`config.mk`:
```
export PLATFORM = sky130hd
export DESIGN_NAME = imm_encoder
export DESIGN_NICKNAME = d
export VERILOG_FILES = /design/src/rtl/imm_encoder.sv
export SDC_FILE = /design/constraint.sdc
export NUM_CORES = 1
export LEC_CHECK = 0
export ABC_AREA = 1
export BUFFER_PORTS_ARGS = -buffer_cell sky130_fd_sc_hd__buf_2
export CELL_PAD_IN_SITES_DETAIL_PLACEMENT = 1
export CELL_PAD_IN_SITES_GLOBAL_PLACEMENT = 1
export CORE_ASPECT_RATIO = 0.75
export CORE_UTILIZATION = 38
export CTS_CLUSTER_SIZE = 20
export DETAILED_ROUTE_END_ITERATION = 7
export PLACE_DENSITY = 0.8
export SLEW_MARGIN = 20
export SYNTH_ARGS = -nofsm -noshare
export SYNTH_HDL_FRONTEND = slang
export SYNTH_SLANG_ARGS = --single-unit
```
`constraint.sdc`:
```
create_clock -name clk -period 1.6 [get_ports clk]
set_input_delay 0.24 -clock clk [delete_from_list [all_inputs] [get_ports clk]]
set_output_delay 0.24 -clock clk [all_outputs]
set_load 0.005 [all_outputs]
```
`src/rtl/imm_encoder.sv`:
```
// -----------------------------------------------------------------------------
// imm_encoder
//
// Streaming RV32I immediate encoder: the inverse of the datapath sign-extender.
// Each input carries a format code, a signed byte immediate and a base
// instruction word holding the non-immediate fields. The immediate is range /
// alignment checked in stage 1 and scattered into the I/S/B/J bit positions of
// the base word in stage 2. Finished words leave with a running byte address.
// Words that fail the check are still emitted (truncated bits, err=1).
//
// Handshake (both sides): a transfer happens on a rising clk edge where
// valid && ready are both 1. The producer holds valid and its data stable until
// the transfer; out_valid never depends combinationally on out_ready.
//
// Ports:
//   clk, rst_n          clock, asynchronous active-low reset
//   clr                 synchronous flush of pipeline, address and error count
//   in_valid/in_ready   input handshake
//   fmt                 0=I, 1=S, 2=B, 3=J
//   imm                 signed immediate (bytes)
//   base                instruction word; immediate bit positions ignored
//   out_valid/out_ready output handshake
//   instr, err          encoded word and its range/alignment violation flag
//   out_addr            byte address of the word on instr
//   err_cnt             saturating count of emitted words with err=1
// -----------------------------------------------------------------------------
module imm_encoder #(
  parameter int                 ADDR_W    = 32,
  parameter logic [ADDR_W-1:0]  BASE_ADDR = '0
) (
  input  logic              clk,
  input  logic              rst_n,
  input  logic              clr,
  input  logic              in_valid,
  output logic              in_ready,
  input  logic [1:0]        fmt,
  input  logic [31:0]       imm,
  input  logic [31:0]       base,
  output logic              out_valid,
  input  logic              out_ready,
  output logic [31:0]       instr,
  output logic              err,
  output logic [ADDR_W-1:0] out_addr,
  output logic [7:0]        err_cnt
);

  typedef enum logic [1:0] {
    FMT_I = 2'd0,
    FMT_S = 2'd1,
    FMT_B = 2'd2,
    FMT_J = 2'd3
  } fmt_e;

  // Whole pipeline advances together; a stalled output freezes both stages,
  // so nothing is overwritten and no bubble is inserted.
  logic en;
  assign en       = !out_valid || out_ready;
  assign in_ready = en || clr;

  // ---------------------------------------------------------------------------
  // Stage 1: capture and range/alignment check
  // ---------------------------------------------------------------------------
  logic        in_err;
  logic        s1_valid;
  fmt_e        s1_fmt;
  logic [20:0] s1_imm;   // J uses the widest field, imm[20:0]
  logic [31:0] s1_base;
  logic        s1_err;

  // An immediate fits an N-bit signed field when its bits [31:N-1] are all
  // copies of the sign bit.
  always_comb begin
    in_err = 1'b0;
    case (fmt_e'(fmt))
      FMT_I, FMT_S: in_err = !((&imm[31:11]) || !(|imm[31:11]));
      FMT_B:        in_err = !((&imm[31:12]) || !(|imm[31:12])) || imm[0];
      FMT_J:        in_err = !((&imm[31:20]) || !(|imm[31:20])) || imm[0];
      default:      in_err = 1'b0;
    endcase
  end

  always_ff @(posedge clk or negedge rst_n) begin
    if (!rst_n) begin
      s1_valid <= 1'b0;
      s1_fmt   <= FMT_I;
      s1_imm   <= '0;
      s1_base  <= '0;
      s1_err   <= 1'b0;
    end else if (clr) begin
      s1_valid <= 1'b0;
    end else if (en) begin
      s1_valid <= in_valid;
      if (in_valid) begin
        s1_fmt  <= fmt_e'(fmt);
        s1_imm  <= imm[20:0];
        s1_base <= base;
        s1_err  <= in_err;
      end
    end
  end

  // ---------------------------------------------------------------------------
  // Stage 2: scatter immediate into the base word
  // ---------------------------------------------------------------------------
  logic [31:0] merged;

  always_comb begin
    merged = s1_base;
    case (s1_fmt)
      FMT_I: begin
        merged[31:20] = s1_imm[11:0];
      end
      FMT_S: begin
        merged[31:25] = s1_imm[11:5];
        merged[11:7]  = s1_imm[4:0];
      end
      FMT_B: begin
        merged[31]    = s1_imm[12];
        merged[30:25] = s1_imm[10:5];
        merged[11:8]  = s1_imm[4:1];
        merged[7]     = s1_imm[11];
      end
      FMT_J: begin
        merged[31]    = s1_imm[20];
        merged[30:21] = s1_imm[10:1];
        merged[20]    = s1_imm[11];
        merged[19:12] = s1_imm[19:12];
      end
      default: merged = s1_base;
    endcase
  end

  always_ff @(posedge clk or negedge rst_n) begin
    if (!rst_n) begin
      out_valid <= 1'b0;
      instr     <= '0;
      err       <= 1'b0;
    end else if (clr) begin
      out_valid <= 1'b0;
    end else if (en) begin
      out_valid <= s1_valid;
      if (s1_valid) begin
        instr <= merged;
        err   <= s1_err;
      end
    end
  end

  // ---------------------------------------------------------------------------
  // Address and error counter: both step on the output handshake edge
  // ---------------------------------------------------------------------------
  always_ff @(posedge clk or negedge rst_n) begin
    if (!rst_n) begin
      out_addr <= BASE_ADDR;
      err_cnt  <= '0;
    end else if (clr) begin
      out_addr <= BASE_ADDR;
      err_cnt  <= '0;
    end else if (out_valid && out_ready) begin
      out_addr <= out_addr + ADDR_W'(4);
      if (err && (err_cnt != 8'hFF)) begin
        err_cnt <= err_cnt + 8'd1;
      end
    end
  end

endmodule

```
After elaboration in Yosys (flattened, before gate mapping)
Index checks and enable logic that the tools add are counted.
{ "word_totals": {"reg_bits": 124, "elab_cells": 66} }
{ "classes": {"n_addsub": 2, "eq_ne": 7, "mux": 14, "n_bitwise": 1, "reduce_logical": 32} }
{ "op_table": {"columns": ["operator", "count"], "rows": [
  ["$mux W32", 2],
  ["$add A32 B3 Y32 const B", 1],
  ["$mux W8", 4],
  ["$pmux W7 S3", 1],
  ["$reduce_and A21 Y1", 1],
  ["$reduce_or A21 Y1", 1],
  ["$pmux W5 S2", 2],
  ["$reduce_and A20 Y1", 1],
  ["$reduce_or A20 Y1", 1],
  ["$reduce_and A12 Y1", 1],
  ["$reduce_or A12 Y1", 1],
  ["$add A8 B1 Y8 const B", 1],
  ["$eq A2 B2 Y1 const B", 4],
  ["$ne A8 B8 Y1 const B", 1],
  ["$logic_not A1 Y1", 7],
  ["$logic_or A1 B1 Y1", 7],
  ["$reduce_and A3 Y1", 2],
  ["$reduce_bool A2 Y1", 3],
  ["$eq A2 B1 Y1 const B", 2],
  ["$logic_not A2 Y1", 2],
  ["$mux W1", 4],
  ["$reduce_or A2 Y1", 2],
  ["$pmux W1 S3", 1],
  ["$logic_and A1 B1 Y1", 2],
  ["other kinds (2)", 2]
]} }

Longest topological paths before layout
Gate-level depths: netlist of run 1.
{ "depth": {"depth_word": 6, "mapped_depth": 10, "depth_no_buf": 10} }

Worst setup path after synthesis of run 1
OpenSTA, ideal clock, no wires.
{ "synth_path": {"path_kind": "reg2reg", "startpoint": "register out_addr[2]", "endpoint": "register out_addr[24]", "setup_time_ns": 0.117, "arrival_time_ns": 1.366, "t_required_ns": 1.483, "path_slack_ns": 0.117, "stages_incl_launch_ff": 9, "path_buffers": 0, "synth_period_minus_slack_ns": 1.483, "cell_sequence": "dfrtp_1 > ha_1 > nand2_1 > nor2_4 > nand3_2 > nor2_2 > nand3_1 > nor2_1 > nor2_1"} }
{ "synth_between": {"elab_chain_cells": 3} }
{ "synth_rtl": {"columns": ["element", "line", "rtl"], "rows": [
  ["start: declaration", "43", "output logic [ADDR_W-1:0] out_addr,"],
  ["start signal: assignment", "160", "out_addr <= out_addr + ADDR_W'(4);"],
  ["$add A32 B3 Y32", "160", null],
  ["$mux W32", "159", "end else if (out_valid && out_ready) begin"],
  ["$mux W32", "156", "end else if (clr) begin"]
]} }
Every way passes these cells. The select of a mux whose other input is x is not followed.
A chain may end at the register's enable or synchronous reset.

Worst setup path after layout of run 1
{ "layout_path": {"startpoint": "register out_valid", "endpoint": "output port in_ready"} }
{ "layout_between": {"elab_chain_cells": 3} }
{ "layout_rtl": {"columns": ["element", "line", "rtl"], "rows": [
  ["start: declaration", "39", "output logic out_valid,"],
  ["start signal: assignment", "141", "out_valid <= s1_valid;"],
  ["$logic_not A1 Y1", "57", "assign en = !out_valid || out_ready;"],
  ["$logic_or A1 B1 Y1", "57", null],
  ["$logic_or A1 B1 Y1", "58", "assign in_ready = en || clr;"],
  ["end: declaration", "35", "output logic in_ready,"]
]} }
Every way passes these cells.

==> flow_metrics.env, run 1 <==
export IMPL_status="finished clean"
export IMPL_synth_top_area_cell="dfrtp_1"
export IMPL_synth_avg_cell_area_sq_um=7.440
export IMPL_cts_tree="done"
export IMPL_timing_fmax_mhz=651.1
export IMPL_synthMuxAreaShare_pct=0
export IMPL_pwr_share_clk_pct=41.0
export IMPL_postSynth_asyncResetShare_pct=100.0
export IMPL_area_delta_synth_final_pct=30.60
export IMPL_crit_required_ps=1360
export IMPL_final_common_cell="nand2_1"
export IMPL_fin_crit_sh_pct=96.00
export IMPL_path_delay_family="flip-flops"
export IMPL_synth_ff_latch_count=122
export IMPL_maxCapViolCount=0
export IMPL_wl_per_cell_um=15.17
export IMPL_die_w_um=147.9
export IMPL_rows=39
export IMPL_max_stage_delay_ps=370
export IMPL_synth_flop_cell="dfrtp_1"
export IMPL_synthCells=815
export IMPL_synth_compound_area_share_pct=7.821
export IMPL_root_buffer="clkbuf_16"
export IMPL_ir_worst_vdd_uv=741.9
export IMPL_overflow=0
export IMPL_sw_frac_of_total_pct=28.27
export IMPL_crit_type="flip-flop to output pin"
export IMPL_critPathLaunch="out_valid$_DFFE_PN0P_"
export IMPL_drt_iter0_markers=241
export IMPL_p_total_mw=8.840
export IMPL_cts_buffer_depth=2
export IMPL_drv_slew=0
export IMPL_io_buffers=136
export IMPL_yosysUniqueCellTypes=31
export IMPL_grt_total_usage_pct=23.48
export IMPL_arrival_ps=1300
export IMPL_numCtsBuffers=17
export IMPL_r2r_start="out_addr[3]$_DFFE_PN0P_"
export IMPL_clk_insertion_delay_late_ps=420
export IMPL_vias=5785
export IMPL_dr_pass1_iters=4
export IMPL_initial_core_util_pct=39.32
export IMPL_gp_congestion=0.8093
export IMPL_hold_viol=0
export IMPL_startpoint_type="flip-flop"
export IMPL_io_pins=146
export IMPL_yosysWarningCount=0
export IMPL_grt_pass1_vias=5956
export IMPL_finalInstanceArea_sq_mm=0.007919
export IMPL_rsz0062_at_grt="yes"
export IMPL_cts_max_level=4
export IMPL_drive_above_1_share_pct=24.72
export IMPL_synth_top_cells_by_area="dfrtp_1 50%, nand2_1 20%, nor2_1 7.1%"
export IMPL_path_cells="inv_1, nor2_4, nand2_2, buf_2"
export IMPL_synth_xor_area_share_pct=0.4333
export IMPL_fin_crit_ps=1536
export IMPL_leakagePower_nw=4.111
export IMPL_syn_area_sq_mm=0.006063
export IMPL_die_h_um=111.4
export IMPL_critPathBufInv=2
export IMPL_p_comb_share_pct=16.4
export IMPL_antenna_left=0
export IMPL_yosys_area_share_simple_pct=33.26
export IMPL_vias_per_cell=4.805
export IMPL_grt_pass1_wl_um=30040
export IMPL_place_area_sq_mm=0.007187
export IMPL_layout_common_cells="317 x nand2_1, 135 x buf_2, 121 x dfrtp_1, 104 x nor2_1, 69 x inv_1"
export IMPL_grt_antenna_before_repair=0
export IMPL_cp_max_fo=3
export IMPL_seq_power_share_pct=42.6
export IMPL_grt_max_degree=65
export IMPL_route_detailed_drc=0
export IMPL_hp_start="base[6]"
export IMPL_setup_violations=0
export IMPL_min_path_type="primary input to flip-flop"
export IMPL_finClkSkew_ps=8.410
export IMPL_die_area_sq_mm=0.01647
export IMPL_p_int_mw=6.341
export IMPL_tns_ps=0
export IMPL_synth_fa_ha_area_share_pct=1.238
export IMPL_synth_top_cell_area_share_pct=50.35
export IMPL_cellPowerDensity_mw_per_mm2=1116
export IMPL_switching_power_mw=2.499
export IMPL_hpwlAfterDp_um=13180
export IMPL_synth_edf_count=0
export IMPL_ys_seq_area_share_pct=50.35
export IMPL_critPathCaptureType="output pin"
export IMPL_numClockSinks=122
export IMPL_fin_nets=1063
export IMPL_diodes=0
export IMPL_routed_wl_um=18260
export IMPL_slowest_stage="dfrtp_1"
export IMPL_synth_top_family_by_area="simple AND/OR/NAND/NOR gates"
export IMPL_core_area_sq_mm=0.01542
export IMPL_clkSlewWorstSetupHoldPaths_ps=60
## power groups by stage
stage	clock, mW	combinational, mW	sequential, mW
2_1_floorplan	0	0.661	3.79
3_3_place_gp	0	1.39	3.79
3_5_place_dp	0	1.44	3.81
4_1_cts	3.71	1.46	3.77
5_1_grt	3.84	1.67	3.82
6_report	3.62	1.45	3.77
## kinds of logic after synthesis
kind of cell / after synthesis
fa+ha+maj: 6
simple gates: 492
buf+inv: 100
xor+xnor: 3
compound gates: 91
other cells: 1
flops: 122
## final timing paths
path / to / slack [ps] / depth (start not counted)
hold / removal: s1_base[6]$_DFFE_PN0P_ / 10 / 3
hold reg to reg: s1_base[10]$_DFFE_PN0P_ / 470 / 2
min in group asynchronous: s1_imm[9]$_DFFE_PN0P_ / 370 / 3
max in group asynchronous: s1_fmt[0]$_DFFE_PN0P_ / 910 / 3
setup reg to reg: out_addr[28]$_DFFE_PN0P_ / 70 / 11
setup / recovery: in_ready / 60 / 4
## routing by layer
metal | vias to the layer above | GRT usage (%) | wire [um]
li1 | 2871 | - | -
met1 | 2786 | 33.69 | 9158
met2 | 108 | 35.13 | 8122
met3 | 20 | 5.123 | 725
met4 | 0 | 7.904 | 253
met5 | - | 0 | 0
## final cells by class
type	count	area (sq um)
Fill cell	2014	7501
Sequential cell	122	3054
Multi-Input combinational cell	594	2704
Timing Repair Buffer	174	1050
Clock buffer	21	460.4
Inverter	77	296.5
Tap cell	205	256.5
Clock inverter	11	97.59
## synth_stat cells, types with 2 or more instances
library cell and instances:
dfrtp_1 122, o31ai_1 4, nand2_4 3, nor3_1 7, ha_1 6, buf_4 2
nor2_2 2, nand4_1 9, nand2_2 3, nor2_4 6, buf_2 13, nor2_1 114
inv_2 4, nand3_1 22, xor2_1 3, clkbuf_1 7, inv_1 72, nand2_1 322
a21oi_1 14, o21ai_0 69
## through the flow
step           hold WS [ps]  setup WS (ps)  utilization [%]  instances
2_1_floorplan        -55.59          117.0                -        816
3_3_place_gp          289.2          86.97            46.61       1164
3_5_place_dp          287.4          14.71            46.61       1164
4_1_cts              0.6398          24.55            50.41       1198
5_1_grt               23.64         -47.31            51.36       1204
6_report              12.53          64.05            51.36       1204
## sequential cells by signal, indices dropped and copies added (netlist names), 2 cells and up
signal	count
err_cnt	8
s1_base	25
instr	32
s1_imm	21
out_addr	30
s1_fmt	2
## worst reg2reg max path: stages (launching register included)
cell     delay [ps]
dfrtp_1         410
ha_2            240
nand2_4          70
inv_2            50
nand2_1          50
nor2_1           90
buf_4           160
nand2_4          70
nor2_4          130
nand2_1          60
nand2_1          50
nor2_1           50
## repair_timing
action / 4_1_cts / 5_1_grt
pin swaps: 0 / 10
endpoints found under the setup margin: 2 / 24
hold endpoints to repair: 122 / 0
hold buffers: 1 / 0
buffers inserted: 1 / 6
gates resized for setup: 2 / 31
No activity file was read; power rests on OpenSTA's default activity.
==> run 2, diff against run 1 <==
- HOLD_SLACK_MARGIN: default -> 0.02
==> flow_metrics.env, run 2 (same netlist as run 1, synthesis figures left out) <==
export IMPL_cts_max_level=4
export IMPL_hold_viol=0
export IMPL_root_buffer="clkbuf_16"
export IMPL_grt_antenna_before_repair=0
export IMPL_area_delta_synth_final_pct=32.75
export IMPL_cp_max_fo=3
export IMPL_die_area_sq_mm=0.01647
export IMPL_clkSlewWorstSetupHoldPaths_ps=60
export IMPL_fin_nets=1076
export IMPL_maxCapViolCount=0
export IMPL_fin_crit_ps=1534
export IMPL_cts_buffer_depth=2
export IMPL_wl_met1_um=9270
export IMPL_dr_pass1_iters=4
export IMPL_vias_per_cell=4.787
export IMPL_wl_met3_um=710
export IMPL_gp_congestion=0.8093
export IMPL_crit_required_ps=1360
export IMPL_crit_type="flip-flop to output pin"
export IMPL_diodes=0
export IMPL_grt_pass1_wl_um=30270
export IMPL_layout_common_cells="317 x nand2_1, 135 x buf_2, 121 x dfrtp_1, 104 x nor2_1, 69 x inv_1"
export IMPL_ir_worst_vdd_uv=734.9
export IMPL_largest_register="instr"
export IMPL_min_path_type="primary input to flip-flop"
export IMPL_die_w_um=147.9
export IMPL_route_detailed_drc=0
export IMPL_core_area_sq_mm=0.01542
export IMPL_initial_core_util_pct=39.32
export IMPL_post_route_util_pct=52.20
export IMPL_critPathCaptureType="output pin"
export IMPL_die_h_um=111.4
export IMPL_grt_max_degree=65
export IMPL_placedCellCount=1164
export IMPL_dr_max_layer_used="met4"
export IMPL_antenna_left=0
export IMPL_clk_insertion_delay_late_ps=420
export IMPL_startpoint_type="flip-flop"
export IMPL_cellPowerDensity_mw_per_mm2=1102
export IMPL_final_common_cell="nand2_1"
export IMPL_grt_total_usage_pct=23.64
export IMPL_io_buffers=136
export IMPL_rsz0062_at_grt="yes"
export IMPL_stdcell_count=1217
export IMPL_status="finished clean"
export IMPL_setup_violations=0
export IMPL_rows=39
export IMPL_top_regs="instr x32, out_addr x30, s1_base x25"
export IMPL_drv_slew=0
export IMPL_grt_pass1_vias=6016
export IMPL_wl_met2_um=8254
export IMPL_largest_reg_flops=32
export IMPL_drt_iter0_markers=282
export IMPL_leakagePower_nw=4.165
export IMPL_overflow=0
export IMPL_io_pins=146
export IMPL_timing_fmax_mhz=651.7
export IMPL_arrival_ps=1290
export IMPL_finClkSkew_ps=4.817
export IMPL_wl_per_cell_um=15.14
export IMPL_vias=5826
export IMPL_cts_tree="done"
export IMPL_fin_crit_sh_pct=95.90
export IMPL_p_total_mw=8.867
export IMPL_hpwlAfterDp_um=13180
export IMPL_routed_wl_um=18420
export IMPL_drive_above_1_share_pct=24.41
export IMPL_numClockSinks=122
export IMPL_numCtsBuffers=17
run 2: path summary, 6_finish.rpt:
kind	startpoint	endpoint	slack [ps]	depth (start not counted)
setup / recovery	out_valid$_DFFE_PN0P_	in_ready	70	4
hold / removal	base[12]	s1_base[12]$_DFFE_PN0P_	30	3
setup reg to reg	out_addr[3]$_DFFE_PN0P_	out_addr[28]$_DFFE_PN0P_	70	11
hold reg to reg	s1_base[10]$_DFFE_PN0P_	s1_base[10]$_DFFE_PN0P_	470	2
max in group asynchronous	rst_n	s1_fmt[0]$_DFFE_PN0P_	910	3
min in group asynchronous	rst_n	instr[25]$_DFFE_PN0P_	380	3
run 2: timing repair:
| item | 4_1_cts | 5_1_grt |
|---|---|---|
| endpoints found under the hold margin | 135 | 0 |
| buffers inserted | 1 | 6 |
| pin swaps | 0 | 10 |
| setup endpoints to repair | 2 | 24 |
| hold buffers | 14 | 0 |
| resized for setup | 2 | 31 |
run 2: worst max-delay path, cell delays in order (launching register included):
cell and delay, ps:
dfrtp_1 370, inv_1 80, nor2_4 170, nand2_2 100, buf_2 150
run 2: through the flow:
step / setup slack [ps] / hold slack, ps / area [sq um] / TNS [ps]
after floorplan: 117.0 / -55.59 / 6067 / 0
after global placement: 86.97 / 289.2 / 7187 / 0
after detailed placement: 14.71 / 287.4 / 7187 / 0
after CTS: 24.55 / 20.18 / 7903 / 0
after global routing: -47.31 / 29.68 / 8049 / -211.2
final: 65.60 / 30.41 / 8049 / 0
run 2: final cells by class:
type	count	area, sq um
Clock buffer	21	460.4
Timing Repair Buffer	187	1180
Sequential cell	122	3054
Inverter	77	296.5
Fill cell	2008	7371
Multi-Input combinational cell	594	2704
Tap cell	205	256.5
Clock inverter	11	97.59
run 2: power breakdown:
group | switching (mW) | total (mW) | internal (mW)
clock | 1.41 | 3.62 | 2.20
sequential | 0.248 | 3.77 | 3.52
combinational | 0.845 | 1.48 | 0.638
run 2: layer usage:
metal  vias up  track usage (%)
met4         0            7.904
met1      2814            33.74
met5         -                0
met2       100            35.72
li1       2898                -
met3        14            5.000
==> run 3, diff against run 2 <==
- SETUP_SLACK_MARGIN: default -> 0.4
==> flow_metrics.env, run 3 (same netlist as run 1, synthesis figures left out) <==
export IMPL_rsz0062_at_grt="yes"
export IMPL_root_buffer="clkbuf_16"
export IMPL_io_pins=146
export IMPL_switching_power_mw=3.715
export IMPL_final_common_cell="nand2_1"
export IMPL_crit_type="flip-flop to flip-flop"
export IMPL_p_total_mw=11.36
export IMPL_largest_register="instr"
export IMPL_wl_per_cell_um=28.92
export IMPL_timing_fmax_mhz=484.0
export IMPL_die_h_um=111.4
export IMPL_vias=7844
export IMPL_fin_crit_ps=2066
export IMPL_seq_power_share_pct=34.6
export IMPL_placedCellCount=1159
export IMPL_drt_iter0_markers=675
export IMPL_dr_pass1_iters=5
export IMPL_violations="setup timing"
export IMPL_fin_nets=1188
export IMPL_initial_core_util_pct=39.32
export IMPL_cellPowerDensity_mw_per_mm2=1045
export IMPL_gp_congestion=0.8382
export IMPL_worstRegToRegCells=7
export IMPL_die_area_sq_mm=0.01647
export IMPL_sw_frac_of_total_pct=32.69
export IMPL_crit_required_ps=1980
export IMPL_drv_slew=0
export IMPL_status="finished, violations left"
export IMPL_fin_crit_sh_pct=129.1
export IMPL_r2r_end="out_addr[18]$_DFFE_PN0P_"
export IMPL_hold_viol=0
export IMPL_cts_max_level=4
export IMPL_startpoint_type="flip-flop"
export IMPL_p_comb_share_pct=23.5
export IMPL_routed_wl_um=38430
export IMPL_pwr_share_clk_pct=41.9
export IMPL_r2r_start="out_addr[17]$_DFFE_PN0P_"
export IMPL_diodes=0
export IMPL_maxCapViolCount=0
export IMPL_drive_above_1_share_pct=55.16
export IMPL_grt_total_usage_pct=32.76
export IMPL_arrival_ps=2450
export IMPL_grt_pass1_vias=7331
export IMPL_die_w_um=147.9
export IMPL_antenna_left=0
export IMPL_largest_reg_flops=32
export IMPL_numCtsBuffers=17
export IMPL_p_int_mw=7.647
export IMPL_r2r_slack_ps=-470
export IMPL_hp_start="base[24]"
export IMPL_top_regs="instr x32, out_addr x30, s1_base x25"
export IMPL_clkSlewWorstSetupHoldPaths_ps=70
export IMPL_route_detailed_drc=0
export IMPL_setup_violations=26
export IMPL_cts_buffer_depth=2
export IMPL_grt_pass1_wl_um=40710
export IMPL_ir_worst_vdd_uv=1012
export IMPL_min_path_type="primary input to flip-flop"
export IMPL_rows=39
export IMPL_cp_max_fo=4
export IMPL_holdPathEnd="s1_base[24]$_DFFE_PN0P_"
export IMPL_stdcell_count=1329
export IMPL_area_delta_synth_final_pct=79.28
export IMPL_setup_ws_ps=-466.2
export IMPL_grt_max_degree=50
export IMPL_vias_per_cell=5.902
export IMPL_numClockSinks=122
export IMPL_cts_tree="done"
export IMPL_io_buffers=136
export IMPL_finalInstanceArea_sq_mm=0.01087
export IMPL_fin_hold_ws_ps=17.06
export IMPL_critPathCaptureType="flip-flop"
export IMPL_core_area_sq_mm=0.01542
export IMPL_layout_common_cells="175 x nand2_1, 118 x buf_2, 100 x dfrtp_1, 80 x nand2_2, 77 x buf_4"
export IMPL_hpwlAfterDp_um=13150
export IMPL_overflow=0
export IMPL_finClkSkew_ps=16.74
export IMPL_place_area_sq_mm=0.007196
export IMPL_leakagePower_nw=5.597
export IMPL_grt_antenna_before_repair=1
export IMPL_dpl_worst_slack_ps=45.25
export IMPL_clk_insertion_delay_late_ps=450
export IMPL_hold_depth=3
run 3: cell types whose count changed in the layout (fill, tap and decap cells not counted), moves of 24 or more:
cell     change
o21ai_2     +24
buf_4       +46
nor2_1      -32
nand2_4     +68
nand2_1    -142
nand2_2     +74
o21ai_0     -51
buf_6       +60
run 3: final cells by class:
cell class	count	area, sq um
Fill cell	1687	4549
Multi-Input combinational cell	594	3891
Sequential cell	122	3080
Timing Repair Buffer	299	2634
Clock buffer	21	460.4
Inverter	77	331.6
Tap cell	205	256.5
Clock inverter	11	216.5
run 3: how the worst max path moves through the flow:
stage                             start                        to  slack, ps  cells past startpoint
2_1_floorplan   out_addr[2]$_DFFE_PN0P_  out_addr[24]$_DFFE_PN0P_        200                      8
3_5_place_dp    out_addr[3]$_DFFE_PN0P_  out_addr[26]$_DFFE_PN0P_         50                     11
3_3_place_gp    out_addr[8]$_DFFE_PN0P_  out_addr[26]$_DFFE_PN0P_         80                     10
5_1_grt        out_addr[17]$_DFFE_PN0P_  out_addr[18]$_DFFE_PN0P_       -580                      7
4_1_cts           out_valid$_DFFE_PN0P_                  in_ready        100                      4
6_report       out_addr[17]$_DFFE_PN0P_  out_addr[18]$_DFFE_PN0P_       -470                      7
run 3: worst max-delay path, cell delays in order, from the launching register on:
cell and delay, ps:
dfrtp_2 430, nand2_1 130, nor2_2 420, nand2_1 210, nor2_4 190, xor2_2 300
nand3_1 200, nand2_1 110
run 3: routing by layer:
layer  global-route usage (%)  vias up  routed length [um]
met5                        0        -                  13
met4                    16.63        2                2720
li1                         -     3134                   -
met3                    7.008      242                3557
met2                    54.09      591               18190
met1                    40.64     3875               13940
run 3: what timing repair did:
action                                 4_1_cts  5_1_grt
gates resized for setup                    174      329
setup endpoints to repair                  155      185
hold buffers                                12        0
pin swaps                                   45       84
setup buffers                               68       45
cloned                                       5        8
endpoints found under the hold margin       36        0
run 3: through the flow:
stage | TNS, ps | utilization (%)
after floorplan | 0 | -
after global placement | 0 | 46.67
after detailed placement | 0 | 46.67
after CTS | 0 | 60.18
after global routing | -3876 | 70.50
final | -2233 | 70.50
run 3: power by group through the flow:
stage | logic (mW) | clock network (mW) | registers (mW)
floorplan | 0.736 | 0 | 3.79
global placement | 1.38 | 0 | 3.80
detailed placement | 1.43 | 0 | 3.81
CTS | 1.74 | 4.50 | 3.77
global route | 2.80 | 4.83 | 3.95
finish | 2.67 | 4.76 | 3.93
